## src/rtl/serial_word_tx_pkg.sv

```systemverilog
// Shared types and constants for the serial word transmitter.
package serial_word_tx_pkg;

  localparam int unsigned DEFAULT_WIDTH = 8;
  localparam int unsigned DEFAULT_GAP   = 0;
  localparam int unsigned MAX_GAP       = 15;

  // Transmit sequencer states.
  typedef enum logic [1:0] {
    StIdle,
    StShift,
    StGap
  } tx_state_e;

endpackage

```

## src/rtl/ser_hold_buf.sv

```systemverilog
// One-entry holding buffer between the parallel handshake and the shifter.
module ser_hold_buf
  import serial_word_tx_pkg::*;
#(
  parameter int unsigned WIDTH = DEFAULT_WIDTH
) (
  input  logic             clk,
  input  logic             rst,
  input  logic             i_load,
  input  logic [WIDTH-1:0] i_data,
  input  logic             i_drain,
  output logic             o_full,
  output logic [WIDTH-1:0] o_data
);

  logic             r_full;
  logic [WIDTH-1:0] r_data;

  // Load only happens while empty and drain only while full, so the two never collide.
  always_ff @(posedge clk or negedge rst) begin
    if (!rst) begin
      r_full <= 1'b0;
      r_data <= '0;
    end else if (i_load) begin
      r_full <= 1'b1;
      r_data <= i_data;
    end else if (i_drain) begin
      r_full <= 1'b0;
    end
  end

  assign o_full = r_full;
  assign o_data = r_data;

endmodule

```

## src/rtl/serial_word_tx.sv

```systemverilog
// Parallel-to-serial word transmitter, LSB first, optional idle gap between words.
module serial_word_tx
  import serial_word_tx_pkg::*;
#(
  parameter int unsigned WIDTH = DEFAULT_WIDTH,
  parameter int unsigned GAP   = DEFAULT_GAP
) (
  input  logic             clk,
  input  logic             rst,
  input  logic [WIDTH-1:0] in_data,
  input  logic             in_valid,
  output logic             in_ready,
  output logic             ser_out,
  output logic             ser_en,
  output logic             word_done,
  output logic             busy
);

  localparam int unsigned      CntW    = $clog2(WIDTH);
  localparam logic [CntW-1:0]  LastBit = CntW'(WIDTH - 1);
  localparam logic [3:0]       GapLast = (GAP > 0) ? 4'(GAP - 1) : 4'd0;

  tx_state_e        r_state;
  tx_state_e        w_state_next;
  logic [WIDTH-1:0] r_shift;
  logic [CntW-1:0]  r_bit;
  logic [3:0]       r_gap;

  logic             w_load;
  logic             w_drain;
  logic             w_full;
  logic [WIDTH-1:0] w_buf_data;
  logic             w_shifting;
  logic             w_last_bit;

  // in_ready depends only on buffer state and reset, never on in_valid.
  assign in_ready = ~w_full & rst;
  assign w_load   = in_valid & in_ready;

  ser_hold_buf #(
    .WIDTH (WIDTH)
  ) u_hold_buf (
    .clk     (clk),
    .rst     (rst),
    .i_load  (w_load),
    .i_data  (in_data),
    .i_drain (w_drain),
    .o_full  (w_full),
    .o_data  (w_buf_data)
  );

  assign w_shifting = (r_state == StShift);
  assign w_last_bit = w_shifting && (r_bit == LastBit);

  // Next-state decode; w_drain marks the edge that moves the buffer into the shifter.
  always_comb begin
    w_state_next = r_state;
    w_drain      = 1'b0;
    case (r_state)
      StIdle: begin
        if (w_full) begin
          w_state_next = StShift;
          w_drain      = 1'b1;
        end
      end
      StShift: begin
        if (r_bit == LastBit) begin
          if (GAP > 0) begin
            w_state_next = StGap;
          end else if (w_full) begin
            w_state_next = StShift;
            w_drain      = 1'b1;
          end else begin
            w_state_next = StIdle;
          end
        end
      end
      StGap: begin
        if (r_gap == GapLast) begin
          if (w_full) begin
            w_state_next = StShift;
            w_drain      = 1'b1;
          end else begin
            w_state_next = StIdle;
          end
        end
      end
      default: w_state_next = StIdle;
    endcase
  end

  // State register.
  always_ff @(posedge clk or negedge rst) begin
    if (!rst) begin
      r_state <= StIdle;
    end else begin
      r_state <= w_state_next;
    end
  end

  // Shifter and bit counter; the counter wraps to zero after the last bit.
  always_ff @(posedge clk or negedge rst) begin
    if (!rst) begin
      r_shift <= '0;
      r_bit   <= '0;
    end else if (w_drain) begin
      r_shift <= w_buf_data;
      r_bit   <= '0;
    end else if (w_shifting) begin
      r_shift <= {1'b0, r_shift[WIDTH-1:1]};
      r_bit   <= (r_bit == LastBit) ? '0 : r_bit + CntW'(1);
    end
  end

  // Gap counter runs only while in the gap state.
  always_ff @(posedge clk or negedge rst) begin
    if (!rst) begin
      r_gap <= '0;
    end else if (r_state == StGap) begin
      r_gap <= r_gap + 4'd1;
    end else begin
      r_gap <= '0;
    end
  end

  assign ser_en    = w_shifting;
  assign ser_out   = w_shifting & r_shift[0];
  assign word_done = w_last_bit;
  assign busy      = (r_state != StIdle) | w_full;

endmodule
```

## config.mk

```make
export PLATFORM = sky130hd
export DESIGN_NAME = serial_word_tx
export DESIGN_NICKNAME = d
export VERILOG_FILES = /design/src/rtl/serial_word_tx_pkg.sv /design/src/rtl/ser_hold_buf.sv /design/src/rtl/serial_word_tx.sv
export SDC_FILE = /design/constraint.sdc
export NUM_CORES = 1
export LEC_CHECK = 0
export ABC_AREA = 1
export CORE_UTILIZATION = 45
export CTS_CLUSTER_SIZE = 12
export DETAILED_ROUTE_END_ITERATION = 8
export PLACE_DENSITY_LB_ADDON = 0.15
export SYNTH_ARGS = -nofsm -noshare
export SYNTH_HDL_FRONTEND = slang
export SYNTH_SLANG_ARGS = --single-unit
```

## constraint.sdc

```tcl
create_clock -name clk -period 1.4 [get_ports clk]
set_input_delay 0.14 -clock clk [delete_from_list [all_inputs] [get_ports clk]]
set_output_delay 0.14 -clock clk [all_outputs]
set_load 0.01 [all_outputs]
```

==> metrics.yaml <==
worst_setup_path:
  cp-end-kind: "primary output"
  arrival_ns: 1.27
  cpMaxStageDelayCell: "dfrtp_1"
  critPathMaxFanout: 2
  start_kind: "flop"
  critical_path.cell_chain: "ha_2 -> ha_4 -> nand2_2 -> inv_2 -> buf_6"
  critPathMaxStageDelay_ns: 0.40
  path_class: "flop to primary output"
  cp.required_ns: 1.26
pwr:
  power_frac_seq_pct: 43.0
  power_density_mw_per_mm2: 1910
  pwr-share-comb_pct: 45.3
  switching_share_pct: 39.1
  p_leak_nw: 0.653
  p_int_mw: 1.50
  p_switching_mw: 0.961
  clkPwrFrac_pct: 11.7
  ir_worst_vdd_v: 0.00112
global_route:
  overflow: 0
  met3_usage_pct: 1.87
  grt_max_degree: 22
  grt_busiest_layer: "met2"
  grtUsageMet1_pct: 22.3
  grt_pass1_vias: 852
  grt_pass1_wl_um: 3470
  track_usage_pct: 18.7
  met2_usage_pct: 33.3
  antenna_found_initial: 0
sta:
  maxSlewHeadroom_pct: 76.4
  hold_ws_ns: 0.214
  clock.fmax_ghz: 0.710
  worstMarginPinSlew_ns: 0.353
  skew_ns: 0.00503
  setup_viol: 1
  min_period_ns: 1.41
  finalCritPeriodShare_pct: 101
  grt_setup_unrepaired: "true"
  slew_viol_final: 0
  hold_violations: 0
  setup_ws_ns: -0.00818
placement:
  port_buffers: 15
  dp_hpwl_um: 1430
  globalplace.congestion: 0.736
synthesis:
  synth_top_area_cell: "dfrtp_1"
  yosysTopAreaCellShare_pct: 52.2
  synth_seq_cells: 21
  synthSimpleGateAreaFrac_pct: 35.2
  syn_nets: 134
  syn_area_per_cell_um2: 8.39
  ys_warn_count: 0
  synth_compound_area_share_pct: 1.49
  synth_xor_area_share_pct: 0
  synthTopCellsByArea: "dfrtp_1 52%, nand2_1 14%, nand3_1 13%"
  ys_seq_area_share_pct: 52.2
  yosys.area_share.adder_pct: 3.73
  syn_inst: 120
  synth_cell_type_count: 14
  syn-cell-area_mm2: 0.00101
  synth_top_family_by_area: "simple AND/OR/NAND/NOR gates"
  muxShareOfSynthArea_pct: 0
floorplanning:
  rows: 16
  die_x_um: 49.3
  floorplan.initialDensity_pct: 49.3
  num_io_pins: 16
  coreArea_mm2: 0.00204
  die_y_um: 49.3
  dieArea_mm2: 0.00243
final_layout:
  fillers: 201
  final-seq-area_um2: 528
  multi_input_area_um2: 429
  mostFrequentLayoutCell: "nand2_1"
  syn_to_final_growth_pct: 27.8
  layout.cells.most_common_list: "37 x nand2_1, 26 x nand3_1, 19 x dfrtp_1"
  final_util_pct: 63.1
  drive_gt1_share_pct: 18.5
  num-nets-final: 161
  num_antenna_cells: 0
clocking:
  htreeDepth: 1
  cts.sinks: 21
  cts_hold_buf: 0
  clock_latency_ns: 0.31
  cts_tree: "done"
  clock-root-buffer: "clkbuf_4"
  cts_max_path_buffers: 2
  cts_made_buffers: 3
  clkSlewWorstSetupHoldPaths_ns: 0.11
outcome:
  run_status: "finished, violations left"
  violations: "setup timing"
route:
  drt_wl_total_um: 1900
  route.vias.total: 840
  dr.pass1.iters: 4
  drcViolationCount: 0
  drt_iter0_drc: 14
  ant_nets: 0
  avgRoutedWirePerCell_um: 11.0
  avgViaCountPerCell: 4.86
flow_run:
  maxCapViolCount: 0
worst_hold_path:
  hp-class: "input pin to asynchronous set/reset pin"
==> synth_stat cells <==
cell type  instances
nor2_4             2
a21oi_1            1
o21ai_1            2
dfrtp_1           21
nand2_2            1
ha_1               3
buf_6              2
inv_1             12
inv_2              1
nor2_1             8
nand2_4            2
nand3_1           26
clkbuf_1           1
nand2_1           38
==> kinds of logic after synthesis <==
| group | after synthesis |
|---|---|
| fa+ha+maj | 3 |
| simple gates | 77 |
| flops | 21 |
| compound gates | 3 |
| buf+inv | 16 |
==> power by group through the flow <==
stage / clock [mW] / combinational, mW / sequential [mW]
floorplan: 0 / 0.688 / 1.04
global placement: 0 / 0.992 / 1.06
detailed placement: 0 / 1.03 / 1.07
CTS: 0.302 / 1.07 / 1.05
global route: 0.330 / 1.28 / 1.09
finish: 0.287 / 1.11 / 1.06
==> registers in the layout (all words and copies together) (netlist names) <==
register / cells
r_bit: 3
r_shift: 8
r_state: 1
u_hold_buf.o_data: 8
u_hold_buf.o_full: 1
==> cell type report <==
cell class / count / area share [%]
timing repair buffer: 25 / 17.2
sequential: 21 / 41.0
inverter: 13 / 3.79
clock buffer: 4 / 2.04
tap: 27 / 2.62
multi-input combinational: 83 / 33.3
==> routing by layer <==
| layer | part of all wire [%] | wire length, µm |
|---|---|---|
| met5 | 0 | 0 |
| met4 | 2.0 | 38 |
| met3 | 3.4 | 65 |
| met2 | 48 | 914 |
| met1 | 46 | 884 |
==> worst max-delay path: cells and delay by family, from the launching register on <==
family / cells / cell delay [ns]
buffers and inverters: 2 / 0.13
and+or+nand+nor: 1 / 0.05
DFF: 1 / 0.40
adders and majority gates: 2 / 0.37
==> path summary, 6_finish.rpt <==
path                                      start                   end  slack, ns  cells after the start
max reg2reg                            r_bit[1]              r_bit[1]       0.10                      7
min in group clk                     in_data[7]  u_hold_buf.o_data[7]       0.39                      3
max in group asynchronous                   rst     u_hold_buf.o_full       0.95                      2
min                                         rst              r_bit[2]       0.21                      2
max                                    r_bit[1]             word_done     -0.008                      5
min reg2reg                u_hold_buf.o_data[7]  u_hold_buf.o_data[7]       0.49                      2
==> what timing repair did <==
action                                  in CTS  in global routing
resized for setup                           13                  7
buffers inserted                             2                  1
endpoints found under the setup margin       5                 12
pin swaps                                    0                  2
==> per-stage QoR <==
stage / total power [mW] / setup TNS (ns) / cells / area (µm²) / setup slack (ns)
final: 2.46 / -0.00818 / 173 / 1290 / -0.00818
after global routing: 2.70 / -0.0795 / 173 / 1290 / -0.0795
after CTS: 2.43 / -0.122 / 172 / 1260 / -0.122
after detailed placement: 2.11 / -0.152 / 166 / 1220 / -0.0775
after global placement: 2.05 / -0.150 / 166 / 1220 / -0.0926
after floorplan: 1.73 / 0 / 120 / 1010 / 0.151
No activity file was read; power rests on OpenSTA's default activity.
